## config.mk

```make
export PLATFORM = sky130hd
export DESIGN_NAME = vec_csr_state_collector
export DESIGN_NICKNAME = d
export VERILOG_FILES = /design/src/rtl/vec_csr_state_collector_pkg.sv /design/src/rtl/vec_csr_state_collector.sv
export SDC_FILE = /design/constraint.sdc
export NUM_CORES = 1
export LEC_CHECK = 0
export ABC_AREA = 0
export BUFFER_PORTS_ARGS = -buffer_cell sky130_fd_sc_hd__buf_2
export CORE_AREA = 2 2 264 266
export CTS_BUF_LIST = sky130_fd_sc_hd__clkbuf_4
export CTS_CLUSTER_SIZE = 25
export DETAILED_ROUTE_END_ITERATION = 6
export DIE_AREA = 0 0 266 268
export HOLD_SLACK_MARGIN = 0.08
export SYNTH_ARGS = -nofsm -noshare
export SYNTH_HDL_FRONTEND = slang
export SYNTH_SLANG_ARGS = --single-unit
```

## constraint.sdc

```tcl
create_clock -name clock -period 2.5 [get_ports clock]
set_input_delay 0.5 -clock clock [delete_from_list [all_inputs] [get_ports clock]]
set_output_delay 0.5 -clock clock [all_outputs]
set_load 0.05 [all_outputs]
```

## src/rtl/vec_csr_state_collector_pkg.sv

```systemverilog
// Shared difftest constants for the vector CSR state collector.
// Holds the CSR addresses, the illegal-vtype reset value and the vcsr packing helper.
package vec_csr_state_collector_pkg;

  localparam logic [11:0] CSR_VSTART = 12'h008;
  localparam logic [11:0] CSR_VXSAT  = 12'h009;
  localparam logic [11:0] CSR_VXRM   = 12'h00A;
  localparam logic [11:0] CSR_VCSR   = 12'h00F;
  localparam logic [11:0] CSR_VL     = 12'hC20;
  localparam logic [11:0] CSR_VTYPE  = 12'hC21;
  localparam logic [11:0] CSR_VLENB  = 12'hC22;

  localparam logic [63:0] VTYPE_VILL = 64'h8000_0000_0000_0000;

  // vcsr is the read-only alias {vxrm, vxsat}, zero-extended to 64 bits
  function automatic logic [63:0] packVcsr(input logic [1:0] vxrm, input logic vxsat);
    return {61'b0, vxrm, vxsat};
  endfunction

endpackage

```

## src/rtl/vec_csr_state_collector.sv

```systemverilog
// Shadows the architectural vector CSRs and emits a one-cycle difftest snapshot
// whenever any of them changes, on a forced request, or once after reset.
module vec_csr_state_collector
  import vec_csr_state_collector_pkg::*;
#(
  parameter int VLEN = 128
) (
  input  logic        clock,
  input  logic        reset,
  input  logic        io_csr_wen,
  input  logic [11:0] io_csr_waddr,
  input  logic [63:0] io_csr_wdata,
  input  logic        io_vset_valid,
  input  logic [63:0] io_vset_vl,
  input  logic [63:0] io_vset_vtype,
  input  logic        io_vset_vill,
  input  logic        io_vxsat_set,
  input  logic        io_vinst_commit,
  input  logic        io_force,
  input  logic [7:0]  io_coreid,
  output logic        diff_enable,
  output logic [63:0] diff_vstart,
  output logic [63:0] diff_vxsat,
  output logic [63:0] diff_vxrm,
  output logic [63:0] diff_vcsr,
  output logic [63:0] diff_vl,
  output logic [63:0] diff_vtype,
  output logic [63:0] diff_vlenb,
  output logic [7:0]  diff_coreid
);

  localparam int VSW = $clog2(VLEN);
  localparam logic [63:0] VLENB_VALUE = 64'(VLEN / 8);

  logic [VSW-1:0] r_vstart;
  logic           r_vxsat;
  logic [1:0]     r_vxrm;
  logic [63:0]    r_vl;
  logic [63:0]    r_vtype;
  logic           r_pending;

  logic [VSW-1:0] w_vstartNext;
  logic           w_vxsatNext;
  logic [1:0]     w_vxrmNext;
  logic [63:0]    w_vlNext;
  logic [63:0]    w_vtypeNext;
  logic           w_change;

  // Later assignments take priority, so explicit CSR writes beat the implicit updates
  always_comb begin
    w_vstartNext = r_vstart;
    w_vxsatNext  = r_vxsat;
    w_vxrmNext   = r_vxrm;
    w_vlNext     = r_vl;
    w_vtypeNext  = r_vtype;

    if (io_vinst_commit) w_vstartNext = '0;
    if (io_vxsat_set)    w_vxsatNext  = 1'b1;

    if (io_csr_wen) begin
      unique case (io_csr_waddr)
        CSR_VSTART: w_vstartNext = io_csr_wdata[VSW-1:0];
        CSR_VXSAT:  w_vxsatNext  = io_csr_wdata[0];
        CSR_VXRM:   w_vxrmNext   = io_csr_wdata[1:0];
        CSR_VCSR: begin
          w_vxsatNext = io_csr_wdata[0];
          w_vxrmNext  = io_csr_wdata[2:1];
        end
        default: ;
      endcase
    end

    if (io_vset_valid) begin
      if (io_vset_vill) begin
        w_vlNext    = '0;
        w_vtypeNext = VTYPE_VILL;
      end else begin
        w_vlNext    = io_vset_vl;
        w_vtypeNext = io_vset_vtype;
      end
    end
  end

  assign w_change = (w_vstartNext != r_vstart) || (w_vxsatNext != r_vxsat) ||
                    (w_vxrmNext != r_vxrm) || (w_vlNext != r_vl) ||
                    (w_vtypeNext != r_vtype) || io_force || r_pending;

  always_ff @(posedge clock) begin
    if (!reset) begin
      r_vstart    <= '0;
      r_vxsat     <= 1'b0;
      r_vxrm      <= 2'b0;
      r_vl        <= '0;
      r_vtype     <= VTYPE_VILL;
      r_pending   <= 1'b1;
      diff_enable <= 1'b0;
      diff_vstart <= '0;
      diff_vxsat  <= '0;
      diff_vxrm   <= '0;
      diff_vcsr   <= '0;
      diff_vl     <= '0;
      diff_vtype  <= '0;
      diff_vlenb  <= '0;
      diff_coreid <= '0;
    end else begin
      r_vstart    <= w_vstartNext;
      r_vxsat     <= w_vxsatNext;
      r_vxrm      <= w_vxrmNext;
      r_vl        <= w_vlNext;
      r_vtype     <= w_vtypeNext;
      r_pending   <= 1'b0;
      diff_enable <= w_change;
      diff_vstart <= {{(64-VSW){1'b0}}, w_vstartNext};
      diff_vxsat  <= {63'b0, w_vxsatNext};
      diff_vxrm   <= {62'b0, w_vxrmNext};
      diff_vcsr   <= packVcsr(w_vxrmNext, w_vxsatNext);
      diff_vl     <= w_vlNext;
      diff_vtype  <= w_vtypeNext;
      diff_vlenb  <= VLENB_VALUE;
      diff_coreid <= io_coreid;
    end
  end

endmodule

```

==> implementation parameters <==
Parameter                              Value

GRT
  Initial antenna violation count    48
  Busiest layer in global routing    met2
  Global-route track usage on met2    25.2%
  Wire length of the first global-routing pass    77.5 mm
  Vias in the first global route    9,270
  Largest net degree at the start of global routing    116
  Overflow left after global routing    0
  M3 GR Usage    7.74%
  Total routing usage reported by global routing    15.9%
  Met1 Usage GRT    18.5%

Timing
  Portion of the clock cycle consumed by the worst path in the final layout    95.1%
  Unrepaired setup endpoints after global routing    false
  Total setup violations reported at the end of the flow    0
  Max-Slew Margin vs Limit    58.7%
  Final hold violation count    0
  Slew of the pin with the lowest slew margin    0.614 ns
  Maximum clock skew at final layout    0.0252 ns
  Worst Slack Setup Final    0.122 ns
  Total count of max-transition violations in the final report    0
  Final period demand of the worst path    2.38 ns
  Highest Clock Rate    0.421 GHz

Placed design
  DP Worst Slack    -0.103 ns
  Number of buffer cells added on primary ports    313
  Weighted congestion at the end of routability-driven global placement    0.938
  Estimated wirelength of the detail-placed design    50.6 mm

Synthesis
  Avg Cell Area, Syn    7.87 µm²
  Number of synthesis warnings    0
  Synth unique cells    53
  Synth top area share    29.0%
  Post-synthesis async set-or-reset flop share    0%
  Leading area contributor after synthesis    dfxtp_1
  Synth Flop Type    dfxtp_1
  Most instantiated cells after synthesis    373 x buf_4, 150 x dfxtp_1, 143 x nor2_1, 119 x inv_1, 83 x a2bb2oi_1
  Dominant cell by count in the synthesized netlist    buf_4
  Leading cell types by total area after synthesis    dfxtp_1 29%, buf_4 27%, a2bb2oi_1 7.0%
  Count of flip-flops with a built-in enable after synthesis    0
  FF+latch count, synth    150
  Fraction of the yosys area taken by sequential cells    29.0%
  Summed instance area of the synthesized netlist    10,400 µm²
  Synth Instances    1,315

Power
  Part of the total power dissipated in the clock network    28.0%
  Power Internal    3.99 mW
  Sequential power share    35.8%
  Switching portion of total power    44.8%
  Pwr/cell area    552 nW/µm²
  Net switching component of the power    3.24 mW
  LEAKAGE    6.16 nW
  Worst IR Drop VDD    0.000300 V
  Power share of the combinational group    36.2%
  Total power    7.23 mW

Worst setup path
  Start point of the critical path    io_vset_vl[48]
  Endpoint type of the worst setup path    register
  Critical register-to-register path endpoint    diff_enable
  Class of the most critical setup path    input port to register
  Required time at the worst-slack endpoint    3.03 ns
  Worst endpoint data arrival time    2.91 ns
  Critical path destination    diff_enable
  Flop2flop setup slack    0.14 ns
  Length in cells of the worst reg-to-reg path    7
  Kind of start point of the critical path    input port
  Largest fanout on the critical path    3
  Beginning of the worst register-to-register path    r_vl[15]

Outcome
  Status    finished, final reports clean

Routing
  Via density per instance    3.90
  Drt first-iter violations    872
  Number of vias in the routed layout    10,100
  Detailed Route WL    59.1 mm
  Post-DRT Antenna Nets    0
  DR WL/cell    22.8 µm
  Post-route DRC    0
  DRT Pass-1 Iters    7

Floorplanning
  Area of the die    71,300 µm²
  Die outline height    268 µm
  Die W    266 µm
  Count of boundary I/O pins    677
  Initial cell density of the core    15.2%
  Placement Rows    96
  Core area    68,200 µm²

Clock tree
  Max Buffers Root-to-Sink    2
  Post-CTS sizing    0
  Clock-pin slew on the worst setup and hold paths    0.15 ns
  Count of H-tree levels built during CTS    4
  Sinks on the clock net    150
  Clock Latency Late Sink    0.65 ns
  Clock tree root buffer cell    clkbuf_4
  Clock tree from TritonCTS    yes
  Inserted Clock Buffers    17

Flow run
  Maxcap violations    0

Layout
  Area Growth Syn to Fin    26.4%
  Final net count    1,907
  Fraction of layout instances using a drive strength above 1    23.8%
  Final standard cell utilization of the core    19.2%

Min path
  Hold Path Class    input port to register
-- sequential cells by signal, indices dropped and copies added, names as in the netlist --
name / flops
diff_coreid: 8
diff_enable: 1
r_vl: 64
diff_vlenb: 1
diff_vtype: 64
r_vtype: 1
diff_vcsr: 3
r_vstart: 7
r_pending: 1
-- worst max-delay path: stages --
cell and delay [ns]:
dlygate4sd3_1 0.60, buf_2 0.15, nor2b_1 0.13, a2111o_1 0.44, nor4_1 0.28, nand3_1 0.15
a311o_1 0.40, nor4_2 0.14, o22ai_1 0.11
-- through the flow --
step / std cells / instance area, µm² / hold WS, ns / setup TNS (ns)
global route: 2596 / 13100 / 0.0857 / 0
finish: 2599 / 13100 / 0.127 / 0
floorplan: 1620 / 11500 / 0.493 / 0
CTS: 2582 / 13000 / 0.0801 / 0
global placement: 2450 / 11700 / 0.506 / -0.0886
detailed placement: 2450 / 11700 / 0.513 / -0.103
-- how the worst min path moves through the flow --
stage,start,end,cells past startpoint
3_5_place_dp,r_vl[47],r_vl[47],2
2_1_floorplan,r_vtype[63],r_vtype[63],2
5_1_grt,io_vset_vl[3],r_vl[3],3
4_1_cts,io_vset_vl[3],r_vl[3],3
6_report,io_vset_vl[3],r_vl[3],3
3_3_place_gp,r_vl[47],r_vl[47],2
-- power groups by stage --
stage,Sequential (mW),Combinational [mW],Clock [mW]
after floorplan,2.77,2.06,0
after global placement,2.63,2.44,0
after detailed placement,2.64,2.44,0
after CTS,2.58,2.61,2.06
after global routing,2.60,2.74,2.17
final,2.58,2.62,2.02
-- cell usage in the layout, fill, tap and decap left out, types with 3 or more instances in the layout --
cell type        n
a2111oi_0        8
a21oi_1         56
a221oi_1        14
a2bb2oi_1       83
a22o_1          13
buf_2          312
nor2b_1         64
nor3b_1          7
o2111ai_1        8
o22ai_1         43
nand4_1         15
a2111o_1         5
or4_1            4
bufinv_16        5
nor4_1          41
a221o_1          4
dlygate4sd3_1  100
buf_12           5
dfxtp_1        150
xnor2_1          3
nand2_1         10
buf_4           53
nand3b_1         4
nor2_1         143
inv_1          119
conb_1         306
inv_6            3
nor4b_1          3
clkbuf_4        18
xor2_1           7
nand3_1          5
nor3_1          11
o2bb2ai_1       13
diode_2         17
and2_1           9
nand2b_1        24
o21ai_0          4
-- cells by family after synthesis --
group	synth area share, %
buffers and inverters	33.2
and+or+nand+nor	17.3
AOI/OAI and AO/OA	19.5
DFF	29.0
xor gates and xnor gates	0.846
muxes	0.0967
other	0.0362
-- what timing repair did --
item                      CTS  global route
hold endpoints to repair  100             0
hold buffers              100             0
buffers inserted            0             0
-- layer usage --
layer  vias to the layer above  wire (µm)
met4                        52       1930
met2                       616      26900
met5                         -        321
met1                      4738      23000
met3                       126       6980
li1                       4595          -
-- cell type report --
cell class,instances,area (µm²)
inverters,120,453
clock inverters,14,220
repair buffers,470,3060
fillers,7731,55100
diodes,17,42.5
multi-input cells,928,5060
clock buffers,18,135
well taps,882,1100
flip-flops and latches,150,3000
(Power assumes the default switching activity.)
